### src/rtl/mem_bist_pkg.sv
// mem_bist_pkg: shared state encoding and default geometry for the memory BIST controller
package mem_bist_pkg;
  localparam int DEF_ADDR_WIDTH = 2;
  localparam int DEF_DATA_WIDTH = 4;
  typedef enum logic [2:0] {ST_IDLE, ST_WRITE, ST_READ, ST_DRAIN, ST_DONE} state_t;
endpackage

### src/rtl/mem_bist_ctrl.sv
// mem_bist_ctrl: write seed^addr pattern, read it back and dump it; optional compare via MEM_BIST_COMPARE_EN
module mem_bist_ctrl
  import mem_bist_pkg::*;
#(
  parameter int ADDR_WIDTH = DEF_ADDR_WIDTH,
  parameter int DATA_WIDTH = DEF_DATA_WIDTH
) (
  input  logic                  clk_2,
  input  logic                  reset,
  input  logic                  start,
  input  logic [DATA_WIDTH-1:0] seed,
  output logic                  mem_we,
  output logic [ADDR_WIDTH-1:0] mem_addr,
  output logic [DATA_WIDTH-1:0] mem_wdata,
  input  logic [DATA_WIDTH-1:0] mem_rdata,
  output logic                  busy,
  output logic                  done,
  output logic                  fail,
  output logic [ADDR_WIDTH-1:0] fail_addr,
  output logic                  dump_valid,
  output logic [DATA_WIDTH-1:0] dump_data
);
  state_t                state_d, state_q;
  logic [ADDR_WIDTH-1:0] addr_d, addr_q;
  logic [DATA_WIDTH-1:0] seed_d, seed_q;
  logic                  start_ok;
  logic                  last;
  assign start_ok = (state_q == ST_IDLE) && start;
  assign last     = &addr_q;
  // sequence IDLE -> WRITE(N) -> READ(N) -> DRAIN -> DONE; counter wraps naturally at WRITE->READ
  always_comb begin
    state_d = state_q;
    addr_d  = addr_q;
    seed_d  = seed_q;
    case (state_q)
      ST_IDLE: begin
        state_d = start ? ST_WRITE : ST_IDLE;
        seed_d  = start ? seed : seed_q;
        addr_d  = '0;
      end
      ST_WRITE: begin
        state_d = last ? ST_READ : ST_WRITE;
        addr_d  = addr_q + 1'b1;
      end
      ST_READ: begin
        state_d = last ? ST_DRAIN : ST_READ;
        addr_d  = last ? addr_q : addr_q + 1'b1;
      end
      ST_DRAIN: state_d = ST_DONE;
      ST_DONE: begin
        state_d = ST_IDLE;
        addr_d  = '0;
      end
      default: state_d = ST_IDLE;
    endcase
  end
  // state, address counter and latched seed
  always_ff @(posedge clk_2) begin
    if (reset) begin
      state_q <= ST_IDLE;
      addr_q  <= '0;
      seed_q  <= '0;
    end else begin
      state_q <= state_d;
      addr_q  <= addr_d;
      seed_q  <= seed_d;
    end
  end
  // memory port and dump stream; readback data lags its address by one cycle
  always_comb begin
    mem_we     = state_q == ST_WRITE;
    mem_addr   = (state_q == ST_WRITE || state_q == ST_READ || state_q == ST_DRAIN) ? addr_q : '0;
    mem_wdata  = mem_we ? seed_q ^ DATA_WIDTH'(addr_q) : '0;
    busy       = state_q != ST_IDLE;
    done       = state_q == ST_DONE;
    dump_valid = (state_q == ST_READ && addr_q != '0) || state_q == ST_DRAIN;
    dump_data  = dump_valid ? mem_rdata : '0;
  end
`ifdef MEM_BIST_COMPARE_EN
  logic                  fail_d, fail_q;
  logic [ADDR_WIDTH-1:0] fail_addr_d, fail_addr_q, dump_addr;
  // latch only the first mismatching address of a pass; cleared when a pass is launched
  always_comb begin
    dump_addr   = state_q == ST_DRAIN ? addr_q : addr_q - 1'b1;
    fail_d      = fail_q;
    fail_addr_d = fail_addr_q;
    if (start_ok) begin
      fail_d      = 1'b0;
      fail_addr_d = '0;
    end else if (dump_valid && !fail_q && mem_rdata != (seed_q ^ DATA_WIDTH'(dump_addr))) begin
      fail_d      = 1'b1;
      fail_addr_d = dump_addr;
    end
  end
  // sticky failure record
  always_ff @(posedge clk_2) begin
    if (reset) begin
      fail_q      <= 1'b0;
      fail_addr_q <= '0;
    end else begin
      fail_q      <= fail_d;
      fail_addr_q <= fail_addr_d;
    end
  end
  assign fail      = fail_q;
  assign fail_addr = fail_addr_q;
`else
  assign fail      = 1'b0;
  assign fail_addr = '0;
`endif
endmodule

### config.mk
export PLATFORM = sky130hd
export DESIGN_NAME = mem_bist_ctrl
export DESIGN_NICKNAME = d
export VERILOG_FILES = /design/src/rtl/mem_bist_pkg.sv /design/src/rtl/mem_bist_ctrl.sv
export SDC_FILE = /design/constraint.sdc
export NUM_CORES = 1
export LEC_CHECK = 0
export BUFFER_PORTS_ARGS = -buffer_cell sky130_fd_sc_hd__clkbuf_2
export CAP_MARGIN = 20
export CORE_MARGIN = 2
export CORE_UTILIZATION = 42
export DETAILED_ROUTE_END_ITERATION = 10
export PLACE_DENSITY = 0.74
export RECOVER_POWER = 25
export SLEW_MARGIN = 5
export SYNTH_ARGS = -nofsm -noshare
export SYNTH_HDL_FRONTEND = slang
export SYNTH_SLANG_ARGS = --single-unit
export TNS_END_PERCENT = 50
### constraint.sdc
create_clock -name clk_2 -period 4.2 [get_ports clk_2]
set_input_delay 0.63 -clock clk_2 [delete_from_list [all_inputs] [get_ports clk_2]]
set_output_delay 0.63 -clock clk_2 [all_outputs]
set_load 0.005 [all_outputs]
==> Word level (Yosys, flattened, before mapping) <==
Cells that the tools add are included.
{ "totals": {"register_bits": 9, "latch_bits": 0, "ramBits": 0, "rom_bits": 0, "wordCells": 31, "memories": 0} }
{ "op_classes": {"add_sub_neg": 1, "mul": 0, "div": 0, "magnitude_cmp": 0, "n_eq_ne": 5, "shift": 0, "muxes": 9, "bitwise": 1, "reduce_logical": 12} }
{ "ops": {"columns": ["operator", "n"], "rows": [
  ["$pmux 3 s4", 1],
  ["$mux 4", 2],
  ["$eq 3x2->1 const B", 2],
  ["$mux 2", 3],
  ["$pmux 2 s3", 1],
  ["$reduce_and 2->1", 3],
  ["$reduce_bool 3->1", 2],
  ["$xor 4x2->4", 1],
  ["$eq 3x1->1 const B", 1],
  ["$eq 3x3->1 const B", 1],
  ["$logic_not 3->1", 1],
  ["$logic_or 1x1->1", 3],
  ["$add 2x1->2 const B", 1],
  ["$mux 1", 2],
  ["$ne 2x2->1 const B", 1],
  ["$reduce_bool 2->1", 1],
  ["$reduce_or 2->1", 1],
  ["$logic_and 1x1->1", 1]
]} }

==> Logic depth before layout (Yosys ltp) <==
Gate-level depths: netlist (run 1).
{ "depth": {"depth_word": 4, "mapped_depth": 5, "ltp_nobuf": 5} }

==> Least setup slack after synthesis (run 1) <==
Ideal clock, no wire load.
{ "synth_path": {"kind": "reg-to-output", "startpoint": "reg addr_q[0]", "endpoint": "out dump_data[0]", "t_arrival_ps": 1170, "t_required_ps": 3570, "setup_slack_ps": 2400, "stages_incl_launch_ff": 6, "path_cell_list": "dfxtp_1 inv_1 ha_1 nor2b_1 nor3b_2 and2_1"} }
{ "synth_via": {"elab_chain_cells": 4} }
{ "synth_lines": {"columns": ["element", "line_no", "rtl"], "rows": [
  ["from (decl)", "mem_bist_ctrl.sv:24", "logic [ADDR_WIDTH-1:0] addr_d, addr_q;"],
  ["from (signal assigned)", "mem_bist_ctrl.sv:65", "addr_q <= addr_d;"],
  ["$reduce_bool 2->1", "mem_bist_ctrl.sv:76", "dump_valid = (state_q == ST_READ && addr_q != '0) || state_q == ST_DRAIN;"],
  ["$logic_and 1x1->1", "mem_bist_ctrl.sv:76", null],
  ["$logic_or 1x1->1", "mem_bist_ctrl.sv:76", null],
  ["net dump_valid", "mem_bist_ctrl.sv:20", "output logic dump_valid,"],
  ["$mux 4", "mem_bist_ctrl.sv:77", "dump_data = dump_valid ? mem_rdata : '0;"],
  ["to (decl)", "mem_bist_ctrl.sv:21", "output logic [DATA_WIDTH-1:0] dump_data"]
]} }
The timed path passes the listed nets, and every way through them passes these cells.

==> Worst setup path in the final report (run 1) <==
{ "layout_path": {"startpoint": "reg addr_q[0]", "endpoint": "out dump_data[2]"} }
{ "layout_via": {"elab_chain_cells": 4} }
{ "layout_lines": {"columns": ["element", "line_no"], "rows": [
  ["$reduce_bool 2->1", "mem_bist_ctrl.sv:76"],
  ["$logic_and 1x1->1", "mem_bist_ctrl.sv:76"],
  ["$logic_or 1x1->1", "mem_bist_ctrl.sv:76"],
  ["$mux 4", "mem_bist_ctrl.sv:77"]
]} }
Every way passes these cells.

==> results.py, run 1 <==
metrics = {
    "status": {
        "outcome": "finished, final reports clean",
    },
    "yosys": {
        "synthCells": 70,
        "ys_warn_count": 0,
        "yosys.area.top_type": "dfxtp_1",
        "avgSynthCellArea_um2": 8.347,
        "yosys-top-cells-count": "dfxtp_1 (9), nor2_1 (9), nor3_1 (7)",
        "synth-edff-count": 0,
        "ys.flop_type": "dfxtp_1",
        "synth.distinct_cells": 26,
        "ys_async_sr_fraction_pct": 0,
        "synth_top_area_share_pct": 30.84,
        "netlist_area_um2": 584.3,
        "yosysSeqAreaShare_pct": 30.84,
        "ys_ff_latch": 9,
        "synth.area.top_cells": "dfxtp_1 (31%), mux2i_1 (8.6%), nor3_1 (6.0%)",
    },
    "worst_setup_path": {
        "crit_family": "simple AND/OR/NAND/NOR gates",
        "startpoint_type": "flop",
        "critPathMaxFanout": 5,
        "cp_slowest_cell": "dfxtp_1",
        "cp_cell_sequence": "inv_1 -> ha_1 -> nor2b_1 -> nor3b_2 -> and2_1 -> clkbuf_2",
        "worst_setup_path_end_kind": "primary output",
        "cp_data_arrival_time_ns": 1.61,
        "criticalPathCategory": "flop to primary output",
        "cp.required_ns": 3.57,
        "cp.buffers_inverters": 2,
        "critPathMaxStageDelay_ns": 0.40,
    },
    "timing": {
        "max_freq_mhz": 445.5,
        "setup_tns_ns": 0,
        "slew_viol_final": 0,
        "grt_setup_unrepaired": "false",
        "skew_ns": 0.004209,
        "period_share_pct": 53.44,
        "hold_viol_final": 0,
        "relSlewSlack_pct": 30.65,
        "worst_slew_pin_slew_ns": 1.026,
        "setup_viol": 0,
        "fin_crit_ns": 2.244,
        "setup_slack_ns": 1.956,
    },
    "clock_network": {
        "cts.sinks": 9,
        "cts_setup_buffers": 0,
        "cts_tree": "built",
        "htreeDepth": 1,
        "clk_pin_slew_worst_paths_ns": 0.06,
        "cts_made_buffers": 3,
        "cts-root-buf": "clkbuf_4",
        "post_cts_resize_count": 0,
        "clockBufferDepth": 2,
        "hold_buffers": 0,
        "insertion_delay_ns": 0.25,
    },
    "final_layout": {
        "area_delta_synth_final_pct": 19.49,
        "diodes": 0,
        "final_cells": 108,
        "drive_gt1_share_pct": 32.26,
        "fin_util_pct": 53.65,
        "nets": 107,
    },
    "power_and_ir_drop": {
        "switching_share_pct": 24.50,
        "p_sw_mw": 0.04539,
        "seq_power_share_pct": 50.9,
        "power.leakage_nw": 0.3440,
        "power.density_mw_per_mm2": 265.3,
        "ir_drop_mv": 0.1483,
        "p_clk_share_pct": 34.8,
        "p_comb_share_pct": 14.3,
        "power_mw": 0.1853,
        "intPower_mw": 0.1399,
    },
    "drt": {
        "drt_iter0_drc": 7,
        "drt-vias-per-instance": 4.833,
        "wirelength_mm": 1.154,
        "dr.pass1.iters": 4,
        "wl_per_cell_um": 10.69,
        "routed-via-count": 522,
        "drc": 0,
        "ant_nets": 0,
    },
    "grt": {
        "overflow": 0,
        "grt_max_degree": 17,
        "track_usage_pct": 15.24,
        "antenna_found_initial": 0,
        "grt_pass1_vias": 415,
        "grt_pass1_wl_mm": 1.697,
    },
    "floorplanning": {
        "start_util_pct": 44.90,
        "core_area_mm2": 0.001301,
        "die_y_um": 41.30,
        "fp.dieW_um": 41.30,
        "dieArea_mm2": 0.001706,
        "rows": 13,
        "ios": 28,
    },
    "worst_hold_path": {
        "hp-class": "flop to flop",
    },
    "placed_design": {
        "dp_hpwl_um": 881.7,
        "pre_cts_slack_ns": 2.234,
        "gp_congestion": 0.7131,
        "dp.cells": 104,
        "port_buffers": 24,
    },
    "run": {
        "maxCapViolCount": 0,
    },
}
final cells by class:
type	instances	area, um^2
clock buffer	4	26.28
sequential	9	180.2
inverter	3	11.26
tap	15	18.77
timing repair buffer	24	120.1
multi-input combinational	53	341.6
fill	153	603.1
cell usage in the layout (no fill, tap or decap):
cell type   n
nand2_1     2
nor3_1      7
xnor2_1     2
nor2b_1     2
mux2i_1     5
and3_1      2
a21oi_1     2
inv_1       3
o21a_1      1
or3b_2      1
nor4b_1     1
clkbuf_2   24
or4_1       1
or3_1       1
nor4_1      3
o211ai_1    1
dfxtp_1     9
mux2_2      1
clkbuf_1    1
ha_1        2
nor2_1      9
conb_1      3
and2_1      5
clkbuf_4    3
nor3b_2     1
nand2b_1    1
tightest hold or removal path, stage by stage, from the launching register on:
cell and delay, ns:
dfxtp_1 0.32, mux2i_1 0.07, nor2_1 0.08
state kept, by name, summed over array words and instances (netlist names):
signal	count
seed_q	4
state_q	3
addr_q	2
kinds of logic (layout without fill, tap and decap cells):
family / after synthesis / count (layout) / synth area share [%]
adders and majority gates: 2 / 2 / 4.282
DFF: 9 / 9 / 30.83
buffers and inverters: 10 / 31 / 9.421
AOI/OAI and AO/OA: 4 / 4 / 4.284
xor gates and xnor gates: 2 / 2 / 2.998
muxes: 6 / 6 / 10.49
and+or+nand+nor: 36 / 36 / 37.05
other: 1 / 3 / 0.6418
metal layers:
layer	part of all wire [%]	vias to the layer above	track usage (%)
li1	-	277	-
met2	40	29	22.27
met4	0	0	7.258
met5	0	-	0
met3	11	0	3.191
met1	49	216	21.17
power groups by stage:
stage,Sequential (mW),Clock [mW],Combinational (mW)
floorplan,0.0938,0,0.0218
global placement,0.0963,0,0.0272
detailed placement,0.0965,0,0.0275
CTS,0.0945,0.0669,0.0277
global route,0.0948,0.0741,0.0307
finish,0.0943,0.0645,0.0265
stage by stage:
step,hold slack (ns),area [um^2]
3_5_place_dp,0.4872,686.9
5_1_grt,0.5270,698.2
4_1_cts,0.5081,713.2
3_3_place_gp,0.4662,686.9
2_1_floorplan,0.4516,591.8
6_report,0.5106,698.2
path summary, 6_finish.rpt:
kind                    from  slack (ns)      endpoint  depth (start not counted)
hold reg to reg    seed_q[2]        0.51     seed_q[2]                          2
setup reg to reg  state_q[0]        2.35     seed_q[2]                          3
setup / recovery   addr_q[0]        1.96  dump_data[2]                          6
hold / removal     seed_q[2]        0.51     seed_q[2]                          2
Note: power is estimated with default switching activity, not from simulation.
==> run 2: changes to the inputs <==
==> constraint.sdc (replaced) <==
create_clock -name clk_2 -period 2.1 [get_ports clk_2]
set_input_delay 0.315 -clock clk_2 [delete_from_list [all_inputs] [get_ports clk_2]]
set_output_delay 0.315 -clock clk_2 [all_outputs]
set_load 0.005 [all_outputs]
==> run 2 against run 1 <==
  * Non-clock buffer count increased by 1
  * Register-to-register slack got worse by 1.8 ns
  * Critical path depth unchanged
  * Flip-flop and latch count unchanged
  * First-iteration DRC count decreased by 71%
  * Clock skew decreased by 0.0028 ns
  * Setup slack got worse by 1.8 ns
  * Via count up 3.8%
  * Total power increased by 100%
  * Sequential power up 95%
  * Sequential share of layout area shrank 0.50 points
  * Critical path type unchanged
  * Highest routed layer unchanged
==> results.py, run 2 (synthesized netlist as in run 1, its figures left out) <==
metrics = {
    "grt": {
        "grt_util_met2_pct": 24.22,
        "grt_pass1_wl_mm": 1.635,
        "grt_pass1_vias": 420,
        "antenna_found_initial": 0,
        "track_usage_pct": 14.33,
        "busiest_layer": "met2",
        "met1_usage_pct": 17.86,
        "use_met3_pct": 3.191,
        "grt_max_degree": 15,
        "overflow": 0,
    },
    "final_layout": {
        "top_register": "seed_q",
        "nets": 108,
        "area_delta_synth_final_pct": 21.84,
        "largestRegisters": "seed_q (4), state_q (3), addr_q (2)",
        "final_common_cell": "clkbuf_2",
        "drive_gt1_share_pct": 34.04,
        "final_cell_area_um2": 711.9,
        "largest_reg_flops": 4,
        "mostFrequentLayoutCells": "clkbuf_2 (24), nor2_1 (9), dfxtp_1 (9)",
        "fin_util_pct": 54.71,
        "diodes": 0,
    },
    "power_and_ir_drop": {
        "ir_drop_mv": 0.2832,
        "power.leakage_nw": 0.3513,
        "p_clk_share_pct": 35.1,
        "p_comb_share_pct": 15.9,
        "p_sw_mw": 0.09381,
        "switching_share_pct": 24.97,
        "intPower_mw": 0.2819,
        "seq_power_share_pct": 49.0,
        "power.density_mw_per_mm2": 527.8,
    },
    "clock_network": {
        "clockBufferDepth": 2,
        "hold_buffers": 0,
        "cts_tree": "built",
        "cts_made_buffers": 3,
        "clk_pin_slew_worst_paths_ns": 0.06,
        "insertion_delay_ns": 0.25,
        "cts.sinks": 9,
        "post_cts_resize_count": 0,
        "cts_setup_buffers": 0,
        "htreeDepth": 1,
        "cts-root-buf": "clkbuf_4",
    },
    "drt": {
        "drt-vias-per-instance": 4.972,
        "drt_iter0_drc": 2,
        "ant_nets": 0,
        "dr.pass1.iters": 2,
        "wirelength_mm": 1.186,
        "wl_per_cell_um": 10.88,
        "drc": 0,
        "routed-via-count": 542,
    },
    "floorplanning": {
        "dieArea_mm2": 0.001706,
        "fp.dieW_um": 41.30,
        "start_util_pct": 44.90,
        "die_y_um": 41.30,
        "rows": 13,
        "ios": 28,
        "core_area_mm2": 0.001301,
    },
    "placed_design": {
        "place_area_um2": 694.4,
        "port_buffers": 24,
        "pre_cts_slack_ns": 0.4704,
        "gp_congestion": 0.7145,
        "dp_hpwl_um": 920.8,
    },
    "worst_setup_path": {
        "worst_setup_path_end_kind": "primary output",
        "cp-startpoint": "addr_q[0]",
        "cp.required_ns": 1.78,
        "worstRegToRegCells": 4,
        "critPathMaxFanout": 5,
        "startpoint_type": "flop",
        "r2r_start": "state_q[0]",
        "cp_data_arrival_time_ns": 1.58,
        "worst_r2r_endpoint": "seed_q[3]",
        "criticalPathCategory": "flop to primary output",
        "rrSetupSlack_ns": 0.58,
        "endpoint": "dump_data[0]",
    },
    "timing": {
        "setup_tns_ns": 0,
        "whs_ns": 0.2921,
        "slew_viol_final": 0,
        "max_freq_mhz": 527.3,
        "grt_setup_unrepaired": "false",
        "setup_slack_ns": 0.2036,
        "relSlewSlack_pct": 60.04,
        "hold_viol_final": 0,
        "setup_viol": 0,
        "worst_slew_pin_slew_ns": 0.5978,
        "skew_ns": 0.001419,
        "fin_crit_ns": 1.896,
        "period_share_pct": 90.30,
    },
    "run": {
        "maxCapViolCount": 0,
    },
    "worst_hold_path": {
        "hold_path_startpoint": "seed[1]",
        "hp-class": "input port to flop",
    },
    "status": {
        "outcome": "finished, final reports clean",
    },
}
-- run 2: cell count changes in the layout (fill, tap and decap cells not counted) --
cell and change:
buf_4 +1, nor4b_1 -1, nor4b_2 +1
-- run 2: critical path, cell delays in order, from the launching register on --
cell and delay [ns]:
dfxtp_1 0.40, inv_1 0.10, ha_1 0.19, nor2b_1 0.13, nor3b_2 0.24, and2_1 0.16
clkbuf_2 0.10
-- run 2: how the worst min path moves through the flow --
stage | end | slack, ns | depth (start not counted)
6_report | seed_q[1] | 0.29 | 3
5_1_grt | seed_q[2] | 0.33 | 3
4_1_cts | seed_q[1] | 0.29 | 3
3_5_place_dp | seed_q[2] | 0.49 | 2
3_3_place_gp | seed_q[3] | 0.47 | 2
2_1_floorplan | seed_q[2] | 0.45 | 2
-- run 2: power groups by stage --
stage | Sequential [mW] | Combinational, mW | Clock [mW]
2_1_floorplan | 0.188 | 0.0436 | 0
4_1_cts | 0.184 | 0.0625 | 0.138
6_report | 0.184 | 0.0598 | 0.132
5_1_grt | 0.185 | 0.0684 | 0.144
3_5_place_dp | 0.188 | 0.0620 | 0
3_3_place_gp | 0.188 | 0.0612 | 0
-- run 2: final cells by class --
class / instances / area, um^2
clock buffer: 4 / 26.28
tap: 15 / 18.77
timing repair buffer: 25 / 127.6
inverter: 3 / 11.26
fill: 137 / 589.3
sequential: 9 / 180.2
multi-input combinational: 53 / 347.8
-- run 2: per-stage QoR --
stage | total power [mW] | instances
2_1_floorplan | 0.2313 | 72
3_3_place_gp | 0.2487 | 105
3_5_place_dp | 0.2500 | 105
4_1_cts | 0.3844 | 109
5_1_grt | 0.3976 | 109
6_report | 0.3757 | 109
-- run 2: routing by layer --
metal	routed length (um)	up-vias
met5	0	-
met4	0	0
met3	135	0
met2	530	27
met1	519	233
li1	-	282
